===== src/rtl/crypto_regfile_pkg.sv =====
// -----------------------------------------------------------------------------
// crypto_regfile_pkg
// Shared definitions for the Avalon crypto register file:
//   state_e  - launch/busy/capture FSM encoding
//   *_B      - bit positions inside the STATUS and CTRL registers
// -----------------------------------------------------------------------------
package crypto_regfile_pkg;

   typedef enum logic [1:0] {
      IDLE    = 2'd0,
      LAUNCH  = 2'd1,
      BUSY    = 2'd2,
      CAPTURE = 2'd3
   } state_e;

   // STATUS register bits
   localparam int DONE_B  = 0;
   localparam int BUSY_B  = 1;
   localparam int ERR_B   = 2;

   // CTRL register bits
   localparam int START_B = 0;
   localparam int IE_B    = 1;

endpackage


===== src/rtl/avalon_crypto_regfile_be_reg.sv =====
// -----------------------------------------------------------------------------
// be_reg
// DATA_W-bit register with byte-lane write enables.
//   clk_i, rst_i : clock, asynchronous active-high reset (clears to 0)
//   we_i         : write enable (already qualified by address and lockout)
//   be_i         : byte enables, one per 8-bit lane
//   d_i          : write data
//   q_o          : register contents
// -----------------------------------------------------------------------------
module be_reg #(
   parameter int DATA_W = 32
) (
   input  logic                  clk_i,
   input  logic                  rst_i,
   input  logic                  we_i,
   input  logic [DATA_W/8-1:0]   be_i,
   input  logic [DATA_W-1:0]     d_i,
   output logic [DATA_W-1:0]     q_o
);

   logic [DATA_W-1:0] q_q, q_d;

   always_comb begin
      q_d = q_q;
      for (int b = 0; b < DATA_W/8; b++) begin
         if (we_i && be_i[b]) q_d[8*b +: 8] = d_i[8*b +: 8];
      end
   end

   always_ff @(posedge clk_i or posedge rst_i) begin
      if (rst_i) q_q <= '0;
      else       q_q <= q_d;
   end

   assign q_o = q_q;

endmodule


===== src/rtl/avalon_crypto_regfile.sv =====
// -----------------------------------------------------------------------------
// avalon_crypto_regfile
// Avalon-MM slave register file in front of a crypto coprocessor core.
// Word map: key[0..KEY_WORDS-1], msg-in, msg-out (RO), CTRL, STATUS.
// Ports:
//   clk_clk, reset_reset        : clock, asynchronous active-high reset
//   avs_*                       : Avalon-MM slave, read latency 1
//   core_start                  : one-cycle launch pulse to the core
//   core_key, core_msg          : operand registers, word 0 in the LSBs
//   core_done, core_result      : completion and result from the core
//   export_data                 : key word EXPORT_IDX (hex display)
//   irq                         : only with CRYPTO_REGFILE_IRQ_EN defined,
//                                 registered DONE & IE
// -----------------------------------------------------------------------------
module avalon_crypto_regfile
   import crypto_regfile_pkg::*;
#(
   parameter  int DATA_W     = 32,
   parameter  int KEY_WORDS  = 4,
   parameter  int MSG_WORDS  = 4,
   parameter  int EXPORT_IDX = 0,
   localparam int CTRL_A     = KEY_WORDS + 2*MSG_WORDS,
   localparam int STAT_A     = CTRL_A + 1,
   localparam int ADDR_W     = $clog2(STAT_A + 1)
) (
   input  logic                          clk_clk,
   input  logic                          reset_reset,
   input  logic                          avs_chipselect,
   input  logic                          avs_read,
   input  logic                          avs_write,
   input  logic [ADDR_W-1:0]             avs_address,
   input  logic [DATA_W/8-1:0]           avs_byteenable,
   input  logic [DATA_W-1:0]             avs_writedata,
   output logic [DATA_W-1:0]             avs_readdata,
   output logic                          core_start,
   output logic [KEY_WORDS*DATA_W-1:0]   core_key,
   output logic [MSG_WORDS*DATA_W-1:0]   core_msg,
   input  logic                          core_done,
   input  logic [MSG_WORDS*DATA_W-1:0]   core_result,
`ifdef CRYPTO_REGFILE_IRQ_EN
   output logic                          irq,
`endif
   output logic [DATA_W-1:0]             export_data
);

   state_e                          state_q, state_d;
   logic                            done_q, done_d, err_q, err_d;
   logic [KEY_WORDS-1:0][DATA_W-1:0] key_q;
   logic [MSG_WORDS-1:0][DATA_W-1:0] min_q;
   logic [MSG_WORDS-1:0][DATA_W-1:0] mout_q;
   logic [DATA_W-1:0]               rdata_q, rdata_d;
   logic                            wr, rd, busy, ctrl_wr, stat_wr, start_req;
`ifdef CRYPTO_REGFILE_IRQ_EN
   logic                            ie_q, irq_q;
`endif

   assign wr        = avs_chipselect & avs_write;
   assign rd        = avs_chipselect & avs_read;
   assign busy      = (state_q != IDLE);
   // CTRL/STATUS bits all live in byte lane 0
   assign ctrl_wr   = wr && (avs_address == ADDR_W'(CTRL_A)) && avs_byteenable[0];
   assign stat_wr   = wr && (avs_address == ADDR_W'(STAT_A)) && avs_byteenable[0];
   assign start_req = ctrl_wr && avs_writedata[START_B];

   // Operand registers; writes are dropped while a run is in flight so the
   // core sees stable key/message values.
   for (genvar k = 0; k < KEY_WORDS; k++) begin : g_key
      be_reg #(.DATA_W(DATA_W)) u_reg (
         .clk_i (clk_clk),
         .rst_i (reset_reset),
         .we_i  (wr && !busy && (avs_address == ADDR_W'(k))),
         .be_i  (avs_byteenable),
         .d_i   (avs_writedata),
         .q_o   (key_q[k])
      );
   end

   for (genvar m = 0; m < MSG_WORDS; m++) begin : g_min
      be_reg #(.DATA_W(DATA_W)) u_reg (
         .clk_i (clk_clk),
         .rst_i (reset_reset),
         .we_i  (wr && !busy && (avs_address == ADDR_W'(KEY_WORDS + m))),
         .be_i  (avs_byteenable),
         .d_i   (avs_writedata),
         .q_o   (min_q[m])
      );
   end

   always_comb begin
      state_d = state_q;
      done_d  = done_q;
      err_d   = err_q;
      case (state_q)
         IDLE:    if (start_req) state_d = LAUNCH;
         LAUNCH:  state_d = BUSY;
         BUSY:    if (core_done) state_d = CAPTURE;
         CAPTURE: state_d = IDLE;
         default: state_d = IDLE;
      endcase
      // clears first, sets last: a set in the same cycle wins over W1C
      if (stat_wr && avs_writedata[DONE_B]) done_d = 1'b0;
      if (stat_wr && avs_writedata[ERR_B])  err_d  = 1'b0;
      if (start_req && !busy)               done_d = 1'b0;
      if (start_req && busy)                err_d  = 1'b1;
      if (state_q == CAPTURE)               done_d = 1'b1;
   end

   always_comb begin
      rdata_d = '0;
      for (int i = 0; i < KEY_WORDS; i++)
         if (avs_address == ADDR_W'(i)) rdata_d = key_q[i];
      for (int i = 0; i < MSG_WORDS; i++) begin
         if (avs_address == ADDR_W'(KEY_WORDS + i))             rdata_d = min_q[i];
         if (avs_address == ADDR_W'(KEY_WORDS + MSG_WORDS + i)) rdata_d = mout_q[i];
      end
      if (avs_address == ADDR_W'(STAT_A)) begin
         rdata_d[DONE_B] = done_q;
         rdata_d[BUSY_B] = busy;
         rdata_d[ERR_B]  = err_q;
      end
`ifdef CRYPTO_REGFILE_IRQ_EN
      if (avs_address == ADDR_W'(CTRL_A)) rdata_d[IE_B] = ie_q;
`endif
   end

   always_ff @(posedge clk_clk or posedge reset_reset) begin
      if (reset_reset) begin
         state_q <= IDLE;
         done_q  <= 1'b0;
         err_q   <= 1'b0;
         rdata_q <= '0;
         mout_q  <= '0;
      end else begin
         state_q <= state_d;
         done_q  <= done_d;
         err_q   <= err_d;
         if (rd) rdata_q <= rdata_d;
         // Latch the result on the cycle core_done is sampled: the result is
         // only guaranteed while core_done is high, and core_done may be a
         // single-cycle pulse. DONE follows in the CAPTURE cycle.
         if (state_q == BUSY && core_done) mout_q <= core_result;
      end
   end

`ifdef CRYPTO_REGFILE_IRQ_EN
   always_ff @(posedge clk_clk or posedge reset_reset) begin
      if (reset_reset) begin
         ie_q  <= 1'b0;
         irq_q <= 1'b0;
      end else begin
         if (ctrl_wr) ie_q <= avs_writedata[IE_B];
         irq_q <= done_q & ie_q;
      end
   end
   assign irq = irq_q;
`endif

   assign avs_readdata = rdata_q;
   assign core_start   = (state_q == LAUNCH);
   assign core_key     = key_q;
   assign core_msg     = min_q;
   assign export_data  = key_q[EXPORT_IDX];

endmodule


===== config.mk =====
export PLATFORM = sky130hd
export DESIGN_NAME = avalon_crypto_regfile
export DESIGN_NICKNAME = d
export VERILOG_FILES = /design/src/rtl/crypto_regfile_pkg.sv /design/src/rtl/avalon_crypto_regfile_be_reg.sv /design/src/rtl/avalon_crypto_regfile.sv
export SDC_FILE = /design/constraint.sdc
export NUM_CORES = 1
export LEC_CHECK = 0
export ABC_AREA = 1
export CAP_MARGIN = 20
export CELL_PAD_IN_SITES_DETAIL_PLACEMENT = 0
export CELL_PAD_IN_SITES_GLOBAL_PLACEMENT = 2
export CORE_MARGIN = 2
export CORE_UTILIZATION = 32
export CTS_BUF_LIST = sky130_fd_sc_hd__clkbuf_2 sky130_fd_sc_hd__clkbuf_4 sky130_fd_sc_hd__clkbuf_8
export CTS_CLUSTER_SIZE = 10
export DETAILED_ROUTE_END_ITERATION = 8
export GPL_TIMING_DRIVEN = 0
export PLACE_DENSITY = 0.95
export SLEW_MARGIN = 20
export SYNTH_ARGS = -nofsm -noshare
export SYNTH_HDL_FRONTEND = slang
export SYNTH_SLANG_ARGS = --single-unit

===== constraint.sdc =====
create_clock -name clk_clk -period 33.3 [get_ports clk_clk]
set_input_delay 6.66 -clock clk_clk [delete_from_list [all_inputs] [get_ports clk_clk]]
set_output_delay 6.66 -clock clk_clk [all_outputs]
set_load 0.03 [all_outputs]

-- After elaboration in Yosys (flattened, before gate mapping)
Index checks and enable logic that the tools add are counted.
- register bits after elaboration: 420
- word-level logic and storage cells: 139
- output and inout bits: 321
- bits of input ports: 174
- reduce and logical (&&, ||, !) cells: 58
- multiplexer cells: 21
- eq/ne operators: 18
- bitwise logic cells: 2
- operators by type and width (operator ; number):
    2-to-1 mux 32 bit ; 12
    logical AND 1 bit ; 51
    equality test 4 bit (second input constant) ; 6
    equality test 4 x 3 -> 1 bit (second input constant) ; 4
    equality test 4 x 2 -> 1 bit (second input constant) ; 2
    case mux 2 bit (4 select lines) ; 1
    2-to-1 mux 1 bit ; 5
    equality test 2 bit (second input constant) ; 2
    equality test 4 x 1 -> 1 bit (second input constant) ; 1
    logical NOT 4 bit ; 1
    2-to-1 mux 2 bit ; 2
    != test 2 bit (second input constant) ; 2
    nonzero test 2 bit ; 2
    2-to-1 mux 3 bit ; 1
    nonzero test 3 bit ; 1
    bitwise AND 1 bit ; 2
    equality test 2 x 1 -> 1 bit (second input constant) ; 1
    logical NOT 2 bit ; 1
    AND reduction 2 bit ; 1
    logical NOT 1 bit ; 1

-- Longest topological paths before layout
Gate-level depths: netlist (run 1).
- depth in word-level cells: 14
- depth in mapped cells: 15
- depth with buffers taken out: 14

-- Modules after synthesis
Synthesis (run 1) repeated with hierarchy kept, for this count alone.
- cell total of the unflattened synthesis: 2455
- area, all modules: 20154.3 µm²
- modules (own cells, without submodules) (module ; area an instance (µm²) ; seq. area each (µm²) ; cells each ; times used):
    be_reg ; 1295.0 ; 800.8 ; 141 ; 8
    avalon_crypto_regfile ; 9794.4 ; 4103.9 ; 1327 ; 1

-- Worst setup path before layout (run 1)
Ideal clock, no wire load.
- path kind: input port to flip-flop
- start: input core_done
- end: register mout_q[100] (netlist bit)
- arrival: 7771 ps
- setup time: 125 ps
- path buffers: 2
- path slack: 25404 ps
- data required time: 33175 ps
- stages on the path: 4
- cells stage by stage: nand2_1 clkbuf_1 clkbuf_1 mux2_2
- word-level cells in the longest chain between the ends: 1
- ends and longest elaborated chain (item ; RTL line ; RTL):
    start: declaration ; avalon_crypto_regfile.sv:38 ; input logic core_done,
    logical AND 1 bit ; avalon_crypto_regfile.sv:141 ; if (state_q == BUSY && core_done) mout_q <= core_result;
    end signal: assignment ; avalon_crypto_regfile.sv:141 ;
    end: declaration ; avalon_crypto_regfile.sv:50 ; logic [MSG_WORDS-1:0][DATA_W-1:0] mout_q;
No other way between the ends.
A chain may end at the register's enable or synchronous reset.

-- Worst setup path after layout (run 1)
- start: input avs_chipselect
- end: register g_key[1].u_reg.q_q[27]
- word-level cells in the longest chain between the ends: 4
- ends and longest elaborated chain (item ; RTL line ; RTL):
    start: declaration ; avalon_crypto_regfile.sv:28 ; input logic avs_chipselect,
    bitwise AND 1 bit ; avalon_crypto_regfile.sv:57 ; assign wr = avs_chipselect & avs_write;
    logical AND 1 bit (2 in series) ; avalon_crypto_regfile.sv:71 ; .we_i (wr && !busy && (avs_address == ADDR_W'(k))),
    logical AND 1 bit ; avalon_crypto_regfile_be_reg.sv:26 ; if (we_i && be_i[b]) q_d[8*b +: 8] = d_i[8*b +: 8];
    end signal: assignment ; avalon_crypto_regfile_be_reg.sv:32 ; else q_q <= q_d;
    end: declaration ; avalon_crypto_regfile_be_reg.sv:21 ; logic [DATA_W-1:0] q_q, q_d;
No other way between the ends.

==> flow_metrics.env, run 1 <==
export IMPL_outcome="complete, no violations"
export IMPL_arrival_ns=9.72
export IMPL_cts_path_max_buffers=3
export IMPL_powerDensity_nw_per_um2=63.45
export IMPL_reg2reg_slack_ns=30.09
export IMPL_synthTopCellsByCount="nand2_1, dfrtp_1, o21ai_0, inv_1, mux2_2"
export IMPL_synth_edf_count=0
export IMPL_regArea_um2=10510
export IMPL_fin_nets=2977
export IMPL_syn_inst=2224
export IMPL_power_uw=1696
export IMPL_worst_slew_pin_slew_ns=1.168
export IMPL_path_max_fanout=10
export IMPL_synth_area_top_cells="dfrtp_1, nand2_1, mux2_2, o21ai_0, inv_1"
export IMPL_routabilityCongestion=0.8868
export IMPL_fin_ws_ns=24.14
export IMPL_yosysMostFrequentCell="nand2_1"
export IMPL_routed_wl_um=81050
export IMPL_coreArea_um2=59240
export IMPL_die_w_um=249.2
export IMPL_post_cts_resized=0
export IMPL_layout_cells_non_filler=3618
export IMPL_postCtsHoldBufs=0
export IMPL_rr_endpoint="g_key[1].u_reg.q_o[27]"
export IMPL_min_path_cells=2
export IMPL_drt_pass1_iterations=5
export IMPL_rsz0062_at_grt="no"
export IMPL_dp_cells=3491
export IMPL_clk_latency_ns=0.66
export IMPL_cts_setup_buffers=0
export IMPL_synth_top_area_share_pct=54.65
export IMPL_synth_distinct_cells=26
export IMPL_clkSinkCount=420
export IMPL_post_route_drc_count=0
export IMPL_crit_type="in -> reg"
export IMPL_cts_buffers=78
export IMPL_cts_root_buf="clkbuf_8"
export IMPL_initial_core_util_pct=32.46
export IMPL_slew_violations=0
export IMPL_die_h_um=249.2
export IMPL_synthFlopType="dfrtp_1"
export IMPL_hold_class="reg -> reg"
export IMPL_max_slew_margin_pct=22.12
export IMPL_layout_min_cycle_time_ns=9.161
export IMPL_syn_to_final_growth_pct=39.00
export IMPL_antenna_found_initial=4
export IMPL_hold_violations=0
export IMPL_finalCritPeriodShare_pct=27.51
export IMPL_clk_pin_slew_ns=0.06
export IMPL_grt_usage_pct=25.84
export IMPL_syn_nets=2403
export IMPL_rows=89
export IMPL_ant_nets=0
export IMPL_ctsHtreeMaxLevel=3
export IMPL_r2r_cells=8
export IMPL_viasPerCell=4.884
export IMPL_drtIter0Drc=1271
export IMPL_grt_pass1_wl_um=118000
export IMPL_fmaxAchievable_mhz=109.2
export IMPL_dp_slack_ns=23.50
export IMPL_synth_area_per_cell_um2=8.648
export IMPL_grt_pass1_vias=17778
export IMPL_r2r_start="state_q[0]"
export IMPL_synth_seq_cells=420
export IMPL_setup_viol_count_final=0
export IMPL_clock_skew_ns=0.02708
export IMPL_vias=17670
export IMPL_ir_drop_mv=0.03204
export IMPL_synth_warning_count=0
export IMPL_wl_per_cell_um=22.40
export IMPL_crit_path_end_kind="flop"
export IMPL_dieArea_um2=62080
export IMPL_grt_max_degree=104
export IMPL_grt_ovfl_total=0
export IMPL_ios=495
export IMPL_syn_area_um2=19230
export IMPL_ys_seq_area_share_pct=54.65
export IMPL_holdPathEnd="avs_readdata[7]"
export IMPL_place_hpwl_um=63210
export IMPL_cp_start_kind="primary input"
export IMPL_io_buffers=490
export IMPL_cts_tree="built"
export IMPL_hold_path_startpoint="avs_readdata[7]"
export IMPL_drive_gt1_share_pct=13.83
export IMPL_maxCapViolations=0
export IMPL_required_ns=33.86
export IMPL_leakagePower_uw=0.01212
export IMPL_synth_area_leader_cell="dfrtp_1"
export IMPL_multi_input_area_um2=7313
export IMPL_fillCellCount=5787
export IMPL_synthArstFlopShare_pct=100.0
export IMPL_final_setup_tns_ns=0
[state kept, by name (all words and copies together), names as in the netlist]
register / cells
g_min.u_reg.q_o: 128
g_key.u_reg.q_o: 128
state_q: 2
avs_readdata: 32
err_q: 1
done_q: 1
mout_q: 128
[final cells by class]
type / instances / area share [%]
Tap cell: 773 / 3.618
Multi-Input combinational cell: 1468 / 27.36
Antenna cell: 3 / 0.02808
Sequential cell: 420 / 39.31
Inverter: 206 / 2.921
Clock inverter: 10 / 0.3323
Clock buffer: 114 / 5.261
Buffer: 130 / 2.410
Timing Repair Buffer: 494 / 18.76
[worst max-delay path by stage]
stage | from | to | depth (start not counted)
after floorplan | reset_reset | avs_readdata[0] | 1
after global placement | reset_reset | avs_readdata[24] | 2
after detailed placement | avs_chipselect | g_key[1].u_reg.q_o[3] | 7
after CTS | avs_chipselect | g_key[1].u_reg.q_o[27] | 7
after global routing | avs_chipselect | g_key[1].u_reg.q_o[27] | 7
final | avs_chipselect | g_key[1].u_reg.q_o[27] | 7
[through the flow]
step / cell area (µm²) / hold slack (ns) / util [%]
2_1_floorplan: 19230 / 0.4698 / -
3_3_place_gp: 25100 / 0.4730 / 42.38
3_5_place_dp: 25230 / 0.4765 / 42.59
4_1_cts: 26730 / 0.4907 / 45.11
5_1_grt: 26730 / 0.5169 / 45.11
6_report: 26730 / 0.4896 / 45.13
[critical path, stage by stage]
cell,delay [ns]
clkdlybuf4s50_1,0.50
nand2_1,0.25
nor2_2,0.77
buf_2,0.55
nand3_1,0.38
clkbuf_1,0.34
o21ai_0,0.25
[cell families (layout without fill, tap and decap cells)]
logic type,after synthesis,in the layout,share of synthesized area [%]
fa+ha+maj,5,5,0.3253
simple gates,1047,1047,22.65
buf+inv,336,954,7.371
other cells,0,3,0
flops,420,420,54.65
mux,128,128,7.495
compound gates,288,288,7.508
[report_power, final]
part           total (µW)  internal (µW)  leakage, µW  switching [µW]
logic                 477            217      0.00585             259
clock network         497            275     0.000787             222
registers             722            636      0.00549            86.1
[placed cells by master (no fill, tap or decap), types with 2 or more instances in the layout]
cell,count
o21ai_1,23
dfrtp_1,420
inv_2,11
nor2_1,86
nand3b_1,7
nor2_2,7
inv_1,194
clkbuf_8,88
diode_2,3
nand2_1,762
nor2_4,2
buf_16,4
mux2_2,128
a21oi_1,5
buf_4,33
clkinv_2,4
clkinvlp_4,4
ha_1,5
clkbuf_1,68
o21ai_0,259
clkdlybuf4s50_1,490
or2_2,55
buf_1,3
nand4_1,47
nand3_1,76
clkbuf_4,26
buf_2,26
[metal layers]
metal  routed length [µm]  track usage [%]  part of all wire (%)
met4                 2133            8.003                   2.6
met2                39050            43.38                    48
met1                33860            32.41                    42
met3                 5947            7.032                   7.3
met5                   54                0                 0.067
Power figures use the tool's default switching activity.
==> inputs of run 2 (changes only) <==
Settings changed: CORE_UTILIZATION 32 to 27, PLACE_DENSITY 0.95 to 0.87.
Clock period 33.3 ns to 7.57 ns, I/O delays scaled along.
==> run 2 against run 1 <==
  * Sequential power rose to 4.4 times the previous value
  * First-iteration DRC count is 1.6% higher
  * Utilization decreased by 6.2 points
  * Register-to-register slack worse by 26 ns
  * Clock-buffer cell count up 19
  * Final cell count grew 5.5%
  * Clock skew down 0.0035 ns
  * Via count is 1.0% higher
  * Sequential share of layout area shrank 0.94 points
  * Combinational power rose to 4.4 times the previous value
  * Largest cell class unchanged
  * Highest routed layer unchanged
==> flow_metrics.env, run 2 (same netlist as run 1, synthesis figures left out) <==
export IMPL_routabilityCongestion=0.8926
export IMPL_setup_viol_count_final=0
export IMPL_fin_util_pct=38.97
export IMPL_initial_core_util_pct=27.37
export IMPL_powerDensity_nw_per_um2=281.9
export IMPL_postCtsHoldBufs=0
export IMPL_cell_internal_pwr_uw=5142
export IMPL_wl_per_cell_um=22.60
export IMPL_grt_ovfl_total=0
export IMPL_hold_class="reg -> reg"
export IMPL_dieArea_um2=73380
export IMPL_grt_pass1_wl_um=124800
export IMPL_crit_type="in -> reg"
export IMPL_whs_ns=0.4928
export IMPL_slew_violations=0
export IMPL_clkSinkCount=420
export IMPL_placed_area_um2=25660
export IMPL_grt_usage_pct=23.30
export IMPL_routed_wl_um=86260
export IMPL_p_clk_share_pct=31.0
export IMPL_fin_nets=2991
export IMPL_viasPerCell=4.676
export IMPL_final_common_cell="nand2_1"
export IMPL_ios=495
export IMPL_cts_tree="built"
export IMPL_sw_frac_of_total_pct=33.39
export IMPL_maxCapViolations=0
export IMPL_clk_latency_ns=0.68
export IMPL_hold_path_startpoint="avs_readdata[21]"
export IMPL_finalCritPeriodShare_pct=53.01
export IMPL_leakagePower_uw=0.01236
export IMPL_clk_pin_slew_ns=0.06
export IMPL_seq_power_share_pct=41.5
export IMPL_grt_max_degree=36
export IMPL_drtIter0Drc=1291
export IMPL_io_buffers=490
export IMPL_cts_root_buf="clkbuf_8"
export IMPL_post_route_drc_count=0
export IMPL_required_ns=8.10
export IMPL_min_path_cells=2
export IMPL_hold_violations=0
export IMPL_rr_endpoint="g_key[1].u_reg.q_o[24]"
export IMPL_syn_to_final_growth_pct=42.39
export IMPL_clock_skew_ns=0.02356
export IMPL_reg2reg_slack_ns=4.36
export IMPL_max_slew_margin_pct=29.85
export IMPL_arrival_ns=4.54
export IMPL_p_sw_uw=2578
export IMPL_final_area_um2=27390
export IMPL_cts_buffers=81
export IMPL_r2r_start="state_q[0]"
export IMPL_path_max_fanout=10
export IMPL_coreArea_um2=70270
export IMPL_power_uw=7720
export IMPL_rsz0062_at_grt="no"
export IMPL_ant_nets=0
export IMPL_cp_start_kind="primary input"
export IMPL_crit_path_end_kind="flop"
export IMPL_ctsHtreeMaxLevel=3
export IMPL_holdPathEnd="avs_readdata[21]"
export IMPL_post_cts_resized=0
export IMPL_layout_min_cycle_time_ns=4.013
export IMPL_vias=17849
export IMPL_place_hpwl_um=68280
export IMPL_outcome="complete, no violations"
export IMPL_die_h_um=270.9
export IMPL_rows=97
export IMPL_final_setup_tns_ns=0
export IMPL_layout_common_cells="nand2_1, clkdlybuf4s50_1, dfrtp_1, o21ai_0, inv_1"
export IMPL_r2r_cells=9
export IMPL_worst_slew_pin_slew_ns=1.052
export IMPL_ir_drop_mv=0.1301
export IMPL_combPwrFrac_pct=27.5
export IMPL_die_w_um=270.9
export IMPL_antenna_found_initial=5
export IMPL_cts_setup_buffers=0
export IMPL_drt_pass1_iterations=7
export IMPL_drive_gt1_share_pct=14.76
export IMPL_grt_pass1_vias=18199
export IMPL_cts_path_max_buffers=3
export IMPL_fmaxAchievable_mhz=249.2
[run 2: layout make-up]
type	instances	area, µm²
Fill cell	7056	42890
Sequential cell	420	10510
Multi-Input combinational cell	1468	7313
Timing Repair Buffer	505	5235
Clock buffer	133	1655
Tap cell	940	1176
Inverter	206	777.0
Buffer	130	645.6
Clock inverter	10	60.06
Antenna cell	5	12.51
[run 2: how the worst max path moves through the flow]
stage,cells past startpoint,to,start
after floorplan,1,avs_readdata[0],reset_reset
final,8,g_key[1].u_reg.q_o[24],avs_chipselect
after CTS,7,g_min[3].u_reg.q_o[29],avs_chipselect
after global placement,2,mout_q[96],reset_reset
after detailed placement,8,g_key[1].u_reg.q_o[0],avs_chipselect
after global routing,7,g_min[3].u_reg.q_o[31],avs_chipselect
[run 2: power by group through the flow]
| stage | Sequential (µW) | Combinational, µW | Clock (µW) |
|---|---|---|---|
| after floorplan | 3460 | 886 | 0 |
| after global placement | 3210 | 2080 | 0 |
| after detailed placement | 3230 | 2140 | 0 |
| after CTS | 3190 | 2150 | 2440 |
| after global routing | 3260 | 2280 | 2560 |
| final | 3200 | 2120 | 2400 |
[run 2: per-layer routing]
layer | track usage, % | wire length, µm | part of all wire [%]
met5 | 0 | 15 | 0.017
met4 | 7.662 | 2362 | 2.7
met3 | 5.210 | 5696 | 6.6
met2 | 39.27 | 41370 | 48
met1 | 29.48 | 36820 | 43
[run 2: worst max-delay path, cell delays in order]
cell	delay (ns)
clkdlybuf4s50_1	0.49
nand2_1	0.24
nor2_2	0.80
buf_2	0.59
nand3_1	0.37
clkbuf_1	0.33
nand2_1	0.10
o21ai_0	0.08
[run 2: through the flow]
stage / setup WS [ns] / cells
global route: 3.438 / 3812
CTS: 3.655 / 3812
global placement: -2.604 / 3654
detailed placement: 2.862 / 3669
finish: 3.557 / 3817
floorplan: 0.3905 / 2224
